File: config.mk
export PLATFORM = sky130hd
export DESIGN_NAME = pc_seq_ctrl
export DESIGN_NICKNAME = d
export VERILOG_FILES = /design/src/rtl/pc_seq_ctrl.sv
export SDC_FILE = /design/constraint.sdc
export NUM_CORES = 1
export LEC_CHECK = 0
export BUFFER_PORTS_ARGS = -buffer_cell sky130_fd_sc_hd__buf_2
export CAP_MARGIN = 20
export CORE_ASPECT_RATIO = 2
export CORE_MARGIN = 3
export CORE_UTILIZATION = 33
export CTS_CLUSTER_SIZE = 24
export DETAILED_ROUTE_END_ITERATION = 12
export GPL_TIMING_DRIVEN = 0
export PLACE_DENSITY_LB_ADDON = 0.2
export SYNTH_ARGS = -nofsm -noshare
export SYNTH_HDL_FRONTEND = slang
export SYNTH_SLANG_ARGS = --single-unit
export TNS_END_PERCENT = 10
File: constraint.sdc
create_clock -name clk -period 1.3 [get_ports clk]
set_input_delay 0.13 -clock clk [delete_from_list [all_inputs] [get_ports clk]]
set_output_delay 0.13 -clock clk [all_outputs]
set_load 0.05 [all_outputs]
File: src/rtl/pc_seq_ctrl.sv
// pc_seq_ctrl: next-PC sequencer (seq/branch/jump/call/ret/irq/halt -> pc_next, pc_wrt_s2, flush, irq_ack, epc, halted, ras_err); define RAS_EN for the return-address stack
module pc_seq_ctrl #(
  parameter logic [15:0] RST_VEC   = 16'h0000,
  parameter logic [15:0] IRQ_VEC   = 16'h0010,
  parameter logic [15:0] INC       = 16'd1,
  parameter int          RAS_DEPTH = 4
) (
  input  logic        clk,
  input  logic        rst,
  input  logic [15:0] pc_cur,
  input  logic        stall,
  input  logic        br_taken,
  input  logic [15:0] br_target,
  input  logic        jmp,
  input  logic [15:0] jmp_target,
  input  logic        call,
  input  logic        ret,
  input  logic        reti,
  input  logic        halt,
  input  logic        irq,
  output logic [15:0] pc_next,
  output logic        pc_wrt_s2,
  output logic        flush,
  output logic        irq_ack,
  output logic [15:0] epc,
  output logic        halted,
  output logic        ras_err
);
  typedef enum logic [1:0] {BOOT, RUN, HALT} state_t;
  state_t state, state_n;
  logic ie, ie_n;
  logic [15:0] epc_n, seq;
  assign seq = pc_cur + INC;
`ifdef RAS_EN
  localparam int PW = RAS_DEPTH > 1 ? $clog2(RAS_DEPTH) : 1;
  localparam int LAST_I = RAS_DEPTH - 1;
  localparam logic [PW-1:0] LAST = LAST_I[PW-1:0];
  localparam logic [PW:0] FULL = RAS_DEPTH[PW:0];
  logic [15:0] ras [RAS_DEPTH];
  logic [PW-1:0] ptr, ptr_inc, ptr_dec;
  logic [PW:0] cnt;
  logic push, pop, ras_full, ras_empty;
  assign ptr_inc = ptr == LAST ? '0 : ptr + 1'b1;
  assign ptr_dec = ptr == '0 ? LAST : ptr - 1'b1;
  assign ras_full = cnt == FULL;
  assign ras_empty = cnt == '0;
  always_ff @(posedge clk)
    if (!rst && push) ras[ptr] <= seq;
  // a full push overwrites the oldest slot, so the count saturates while ptr keeps rotating
  always_ff @(posedge clk)
    if (rst) begin
      ptr <= '0;
      cnt <= '0;
    end else if (push) begin
      ptr <= ptr_inc;
      cnt <= ras_full ? cnt : cnt + 1'b1;
    end else if (pop) begin
      ptr <= ptr_dec;
      cnt <= cnt - 1'b1;
    end
`else
  localparam int unused_ras_depth = RAS_DEPTH;
`endif
  always_ff @(posedge clk)
    if (rst) begin
      state <= BOOT;
      ie <= 1'b0;
      epc <= '0;
    end else begin
      state <= state_n;
      ie <= ie_n;
      epc <= epc_n;
    end
  assign halted = state == HALT && !rst;
  always_comb begin
    state_n = state;
    ie_n = ie;
    epc_n = epc;
    pc_next = seq;
    pc_wrt_s2 = 1'b0;
    flush = 1'b0;
    irq_ack = 1'b0;
    ras_err = 1'b0;
`ifdef RAS_EN
    push = 1'b0;
    pop = 1'b0;
`endif
    if (rst) begin
      pc_next = RST_VEC;
    end else if (state == BOOT) begin
      pc_next = RST_VEC;
      pc_wrt_s2 = 1'b1;
      flush = 1'b1;
      state_n = RUN;
      ie_n = 1'b1;
    end else if (state == HALT ? irq : (!halt && irq && ie)) begin
      epc_n = pc_cur;
      ie_n = 1'b0;
      pc_next = IRQ_VEC;
      pc_wrt_s2 = 1'b1;
      flush = 1'b1;
      irq_ack = 1'b1;
      state_n = RUN;
    end else if (state == HALT) begin
      state_n = HALT;
    end else if (halt) begin
      flush = 1'b1;
      state_n = HALT;
    end else if (reti) begin
      pc_next = epc;
      ie_n = 1'b1;
      pc_wrt_s2 = 1'b1;
      flush = 1'b1;
`ifdef RAS_EN
    end else if (call) begin
      pc_next = jmp_target;
      pc_wrt_s2 = 1'b1;
      flush = 1'b1;
      push = 1'b1;
      ras_err = ras_full;
    end else if (ret) begin
      pc_next = ras_empty ? seq : ras[ptr_dec];
      pc_wrt_s2 = 1'b1;
      flush = !ras_empty;
      pop = !ras_empty;
      ras_err = ras_empty;
`endif
    end else if (jmp || call) begin
      pc_next = jmp_target;
      pc_wrt_s2 = 1'b1;
      flush = 1'b1;
`ifndef RAS_EN
    end else if (ret) begin
      pc_wrt_s2 = !stall;
`endif
    end else if (br_taken) begin
      pc_next = br_target;
      pc_wrt_s2 = 1'b1;
      flush = 1'b1;
    end else begin
      pc_wrt_s2 = !stall;
    end
  end
endmodule

After elaboration in Yosys (flattened, before gate mapping)
Index checks and enable logic that the tools add are counted.
Widths: inputs -> output; s select.
Word-level totals
  register bits: 19
  latch bits: 0
  memory bits (writable): 0
  ROM bits: 0
  output and inout port bits: 37
  memories: 0
Cells by class
  add/subtract/negate cells: 1
  multiply operators: 0
  div/mod/pow operators: 0
  order comparisons: 0
  equality and inequality tests: 3
  shift operators: 0
  muxes and demuxes: 40
  bitwise logic cells: 1
  reduce and logical (&&, ||, !) cells: 14
Operators with widths (number)
  $mux 16: 9
  $mux 1: 29
  $add 16x1->16 const B: 1
  $mux 2: 2
  $reduce_bool 4->1: 1
  $logic_and 1x1->1: 3
  $logic_not 1->1: 3
  $ne 3x1->1 const B: 1
  $ne 3x2->1 const B: 1
  $reduce_and 3->1: 1
  $reduce_bool 3->1: 1
  $reduce_or 3->1: 1
  $eq 2x2->1 const B: 1
  $logic_not 2->1: 1
  $reduce_and 2->1: 1
  $reduce_bool 2->1: 1
  $logic_or 1x1->1: 1
  $not 1->1: 1

Depth between registers and ports, before layout
Gate-level depths: netlist of the first run.
  word-level depth: 10
  gate-level depth with buffers: 6
  depth with buffers taken out: 5

Worst setup path after synthesis of the first run
Ideal clock, no wire load.
  path type: reg-to-output
  start point: register state[0]
  end point: output port pc_next[10]
  arrival time: 2303 ps
  slack: -1133 ps
  stages on the path, launching flop included: 5
  buffers on the path: 0
  cell sequence: dfxtp_1 inv_1 a21oi_1 nand2_1 o32ai_1
Between the ends
  word-level cells in the longest chain between the ends: 5
  elaborated cells on any way between the ends: 7
  those cells by class: eq/ne: 1; mux: 5; reduce/logical: 1
Ends and longest elaborated chain
  from (decl): line 30  | state_t state, state_n;
  from (signal assigned): line 70  | state <= state_n;
  $eq 2x2->1: line 96, 104
  $mux 16 / $mux 1 (equally long branches): line 104, 96
  $mux 16: line 96  | end else if (state == HALT ? irq : (!halt && irq && ie)) begin
  $mux 16 (*): line 90  | end else if (state == BOOT) begin
  $mux 16 (*): line 88  | if (rst) begin
  to (decl): line 21  | output logic [15:0] pc_next,
Mark *: on every way between the ends. The rest lies on a longest branch, timed or not.

Final worst setup path of the first run
  start point: register state[0]
  end point: output port pc_next[9]
Same word-level chain as after synthesis.

==> metrics.md, run 1 <==
| Metric | Value |
|---|---|
| Status | finished, violations left |
| Failing checks | setup timing |
| DR WL/cell | 19.3 µm |
| Worst R2R Setup Slack | -0.24 ns |
| Die area | 0.00599 mm² |
| Critical path class | reg2out |
| Mean Syn Cell Area | 8.21 µm² |
| Hold path depth | 2 |
| GRT Total Usage | 0.234 |
| Final Cell Area | 0.00283 mm² |
| CP endpoint kind | output pin |
| Setup TNS | -12.78 ns |
| Clock skew | 0.00507 ns |
| # clock sinks | 19 |
| Non-Filler Instances | 368 |
| # setup viols final | 37 |
| Comb pwr share | 0.470 |
| Initial Utilization | 0.343 |
| Fmax | 522 MHz |
| Slowest CP cell | dfxtp_4 |
| Syn_nets | 262 |
| CTS tree | built |
| RSZ-0062 raised after global routing | yes |
| Clk pwr share | 0.221 |
| Antenna Cells | 0 |
| RD Place Congestion | 0.866 |
| Reg clk slew, reported paths | 0.08 ns |
| Routed Wire Length | 7.09 mm |
| Filler Cells Inserted | 469 |
| Mapped cell area | 0.00167 mm² |
| Grt ovf | 0 |
| End of the worst hold path | epc[15] |
| # nets final | 371 |
| WHS | 0.0864 ns |
| R2R Path End | epc[11] |
| Tmin final | 1.91 ns |
| #FFs+latches synth | 19 |
| PD cells | 717 mW/mm² |
| CTS Buf Count | 3 |
| Port Buffer Count | 92 |
| Final Max Tran Viols | 0 |
| Actual slew at the worst max-slew pin | 0.631 ns |
| Die W | 56.3 µm |
| Initial antenna violation count | 0 |
| Iteration-0 DRC Markers | 56 |
| Ys flop type | dfxtp_1 |
| Internal Pwr Total | 1.20 mW |
| Sequential-to-total area share from yosys stat | 0.228 |
| Synth top area share | 0.228 |
| Slack of the critical path | -0.615 ns |
| Req. time, crit path | 1.17 ns |
| HP Class | in2reg |
| H-tree Lvls | 1 |
| Largest net degree at the start of global routing | 13 |
| Post-DP HPWL | 5.55 mm |
| Syn Inst Count | 203 |
| Sw Share | 0.411 |
| Ranking of synthesized cells by area | dfxtp_1, a22o_1, a221oi_1 |
| Layout cells sized above 1 | 0.521 |
| Slew headroom | 0.578 |
| Hold-fix buffers at CTS | 0 |
| # rows | 36 |
| Worst path max stage delay | 0.41 ns |
| Arrival @ worst endpoint | 1.78 ns |
| I/O pins | 95 |
| Pre-CTS setup slack | -0.858 ns |
| Final Hold Fails | 0 |
| CTS max path bufs | 2 |
| Post-route ant nets | 0 |
| CP cell instances | inv_6 > a221oi_4 > buf_6 > buf_8 > o211ai_1 > o21ai_4 > buf_6 |
| Clock Tree Root | clkbuf_8 |
| Buf/Inv on CP | 4 |
| First-pass GRT wire length | 10.9 mm |
| MaxCap Viol Count | 0 |
| Peak supply drop | 0.000595 V |
| Via count | 2186 |
| Worst r2r src | state[0] |
| Part of the power in registers | 0.309 |
| Leak Pwr | 1.20 nW |
| Most frequent cells after synthesis | dfxtp_1, a22o_1, nand2_1 |
| Post-synth EDFFs | 0 |
| Multi-input logic area | 0.00149 mm² |
| Via density | 5.94 |
| Core box area | 0.00486 mm² |
| Most frequent cell on the critical path | buf_6 |
| Period utilization | 1.47 |
| Startpoint Class | register |
| DR DRC count | 0 |
| Crit path max-delay family | compound AO/OA/AOI/OAI gates |
| Post-synth ARST share | 0 |
| Placed Area | 0.00243 mm² |
| Reg area | 392 µm² |
| R2r worst-path depth | 6 |
| Inst Count DP | 352 |
| Area leader, netlist | dfxtp_1 |
| Die Y | 107 µm |
| Clock Latency Late Sink | 0.27 ns |
| Most numerous cell in the Yosys netlist | dfxtp_1 |
| Area Overhead vs Synth | 69.9% |
| Sw Pwr | 0.833 mW |
| Synth warn | 0 |
| Pre-Repair DR Iteration Count | 4 |
| Peak fanout along the critical path | 8 |
| Number of distinct library cells after synthesis | 53 |
| Vias in the first global route | 2165 |
| Min-delay src | pc_cur[15] |
==> worst max path at each step <==
stage	from	to	slack, ns	cells after the start
finish	state[0]	pc_next[9]	-0.61	7
global route	state[1]	pc_next[9]	-0.66	7
CTS	state[1]	pc_next[9]	-0.58	7
detailed placement	reti	pc_next[8]	-0.86	8
global placement	reti	pc_next[8]	-0.83	8
floorplan	state[1]	pc_next[3]	-0.33	5
==> registers in the layout, indices dropped and copies added (netlist names) <==
name,count
ie,1
state,2
epc,16
==> layout make-up <==
cell class	instances	share of cell area
plain buffers	12	0.0340
well taps	57	0.0252
repair buffers	104	0.250
clock inverters	1	0.00265
clock buffers	3	0.0146
inverters	6	0.00972
flip-flops and latches	19	0.138
multi-input cells	166	0.526
==> power groups by stage <==
stage / clock network (mW) / registers [mW] / logic, mW
after floorplan: 0 / 0.682 / 0.499
after global placement: 0 / 0.639 / 0.800
after detailed placement: 0 / 0.639 / 0.805
after CTS: 0.453 / 0.625 / 0.946
after global routing: 0.460 / 0.630 / 1.01
final: 0.449 / 0.627 / 0.953
==> what timing repair did <==
action / CTS / global route
gates resized for setup: 75 / 4
endpoints found under the setup margin: 37 / 37
pin swaps: 21 / 1
buffers inserted: 10 / 1
cloned: 1 / 0
==> cells in the final DEF (no fill, tap or decap), types with 4 or more instances in the layout <==
cell type  instances
buf_2             76
buf_6             21
a22o_1            16
dfxtp_1           14
buf_4             12
nor3_1            10
nand2_1           10
nor2b_1            9
a221oi_1           7
nor2_1             7
nand3_1            6
xor2_1             6
inv_1              5
nor4_1             5
o211ai_1           5
o211a_1            5
o21ai_2            5
o221ai_1           5
nand4_1            4
or3_1              4
buf_8              4
xnor2_1            4
o32ai_4            4
==> cell families (layout without fill, tap and decap cells) <==
logic type / count (synthesis) / after routing / synth area share
compound gates: 80 / 80 / 0.399
xor+xnor: 10 / 10 / 0.0526
fa+ha+maj: 1 / 1 / 0.00751
buf+inv: 18 / 126 / 0.0533
flops: 19 / 19 / 0.228
mux: 2 / 2 / 0.0120
other cells: 1 / 1 / 0.00225
simple gates: 72 / 72 / 0.246
==> stage by stage <==
stage	utilization	power, mW
finish	0.582	2.03
global route	0.582	2.10
CTS	0.579	2.02
detailed placement	0.499	1.44
global placement	0.499	1.44
floorplan	-	1.18
==> layer usage <==
metal | wire length, µm | GRT usage | part of all wire | up-vias
met1 | 2360 | 0.239 | 0.33 | 1031
met4 | 252 | 0.0917 | 0.036 | 0
met2 | 4020 | 0.462 | 0.57 | 98
li1 | - | - | - | 1035
met3 | 458 | 0.0279 | 0.065 | 22
met5 | 0 | 0 | 0 | -
Note: power is estimated with default switching activity, not from simulation.
==> run 2: changes to the inputs <==
CTS_CLUSTER_DIAMETER = 120   (was not set)
clock period = 2.2 ns   (was 1.3 ns; I/O delays follow)
==> metrics.md, run 2 (synthesis results as in run 1) <==
| Metric | Value |
|---|---|
| Min-delay src | pc_cur[15] |
| CTS Buf Count | 3 |
| Req. time, crit path | 1.98 ns |
| Via count | 2174 |
| Antenna Cells | 0 |
| Clk pwr share | 0.235 |
| Part of the power in registers | 0.339 |
| Period utilization | 0.981 |
| Actual slew at the worst max-slew pin | 0.640 ns |
| Hold-fix buffers at CTS | 0 |
| Initial antenna violation count | 0 |
| Tmin final | 2.16 ns |
| Final Hold Fails | 0 |
| Grt ovf | 0 |
| DR WL/cell | 19.3 µm |
| R2R Path End | epc[8] |
| Arrival @ worst endpoint | 1.94 ns |
| Via density | 6.06 |
| Clock skew | 0.0106 ns |
| R2r worst-path depth | 5 |
| Die W | 56.3 µm |
| Filler Cells Inserted | 513 |
| Port Buffer Count | 92 |
| Slew headroom | 0.571 |
| Post-DP HPWL | 5.36 mm |
| Internal Pwr Total | 0.647 mW |
| Initial Utilization | 0.343 |
| Max reg flops | 16 |
| Fmax | 464 MHz |
| Critical path class | reg2out |
| Sw Share | 0.409 |
| Setup TNS | 0 ns |
| # setup viols final | 0 |
| Sw Pwr | 0.447 mW |
| Peak supply drop | 0.000306 V |
| GRT Total Usage | 0.219 |
| Largest net degree at the start of global routing | 12 |
| Post-route ant nets | 0 |
| Area Overhead vs Synth | 46.2% |
| Commonest non-fill, non-tap cell in the layout | buf_2 |
| Clock Latency Late Sink | 0.27 ns |
| H-tree Lvls | 1 |
| Commonest non-fill, non-tap cells in the layout | buf_2, dfxtp_1, a22o_1, nand2_1 |
| WHS | 0.183 ns |
| MaxCap Viol Count | 0 |
| # clock sinks | 19 |
| Die area | 0.00599 mm² |
| Worst r2r src | state[0] |
| Vias in the first global route | 2100 |
| Peak fanout along the critical path | 10 |
| # rows | 36 |
| Final Max Tran Viols | 0 |
| Top reg by flops | epc |
| Pre-Repair DR Iteration Count | 4 |
| Startpoint Class | register |
| End of the worst hold path | epc[15] |
| Pwr Total | 1.09 mW |
| First-pass GRT wire length | 10.4 mm |
| CP endpoint kind | output pin |
| # nets final | 362 |
| Layout cells sized above 1 | 0.424 |
| Biggest regs | epc x16, state x2, ie x1 |
| Status | finished, final reports clean |
| Comb pwr share | 0.426 |
| Worst R2R Setup Slack | 0.53 ns |
| DR DRC count | 0 |
| PD cells | 449 mW/mm² |
| CTS tree | built |
| Reg clk slew, reported paths | 0.08 ns |
| RD Place Congestion | 0.893 |
| Routed Wire Length | 6.92 mm |
| RSZ-0062 raised after global routing | yes |
| CTS max path bufs | 2 |
| Hold path depth | 2 |
| Core box area | 0.00486 mm² |
| Clock Tree Root | clkbuf_8 |
| HP Class | in2reg |
| Leak Pwr | 1.10 nW |
| Die Y | 107 µm |
| Iteration-0 DRC Markers | 82 |
| Utilization after layout | 0.501 |
| I/O pins | 95 |
==> run 2: cell types whose count changed in the layout (fill, tap and decap cells not counted), moves of 4 or more <==
cell / before / now
o21ai_2: 5 / 0
buf_2: 76 / 86
buf_6: 21 / 5
o21ai_0: 2 / 9
buf_8: 4 / 0
==> run 2: timing repair <==
item | CTS | global route
setup endpoints to repair | 13 | 13
gates resized for setup | 15 | 26
gates cloned | 0 | 1
pin swaps | 1 | 2
buffers inserted | 1 | 1
==> run 2: stage by stage <==
stage	instance area, µm²	instances	setup slack [ns]
final	2440	359	0.0429
after global routing	2440	359	-0.0630
after CTS	2310	357	-0.00455
after detailed placement	2200	352	-0.155
after global placement	2200	352	-0.0954
after floorplan	1670	203	-0.323
==> run 2: worst max-delay path: stages, from the launching register on <==
cell      delay [ns]
dfxtp_4         0.38
nand2b_2        0.26
a21boi_4        0.23
nor2b_1         0.17
clkbuf_4        0.21
buf_4           0.19
buf_4           0.21
==> run 2: layout make-up <==
cell class	instances	area [µm²]	share of cell area
Buffer	12	76.3	0.0313
Clock buffer	3	41.3	0.0169
Clock inverter	1	5.00	0.00205
Inverter	6	22.5	0.00924
Multi-Input combinational cell	166	1320	0.540
Sequential cell	19	388	0.159
Tap cell	57	71.3	0.0293
Timing Repair Buffer	95	517	0.212
==> run 2: how the worst max path moves through the flow <==
stage,from,to,slack (ns),depth (start not counted)
2_1_floorplan,state[0],pc_next[10],-0.32,4
3_3_place_gp,state[0],pc_next[7],-0.1,5
3_5_place_dp,state[0],pc_next[7],-0.15,5
4_1_cts,state[1],pc_next[10],-0.005,5
5_1_grt,reti,pc_next[10],-0.06,8
6_report,state[0],irq_ack,0.04,6
==> run 2: routing by layer <==
layer	wire length, µm	up-vias	track usage
met1	2530	1019	0.234
met3	419	27	0.0328
met5	0	-	0
li1	-	1017	-
met2	3630	111	0.394
met4	343	0	0.132
==> run 2: power by group through the flow <==
stage	clock network, mW	registers, mW	logic [mW]
floorplan	0	0.402	0.243
global placement	0	0.377	0.415
detailed placement	0	0.377	0.418
CTS	0.263	0.370	0.435
global route	0.271	0.372	0.497
finish	0.257	0.371	0.467
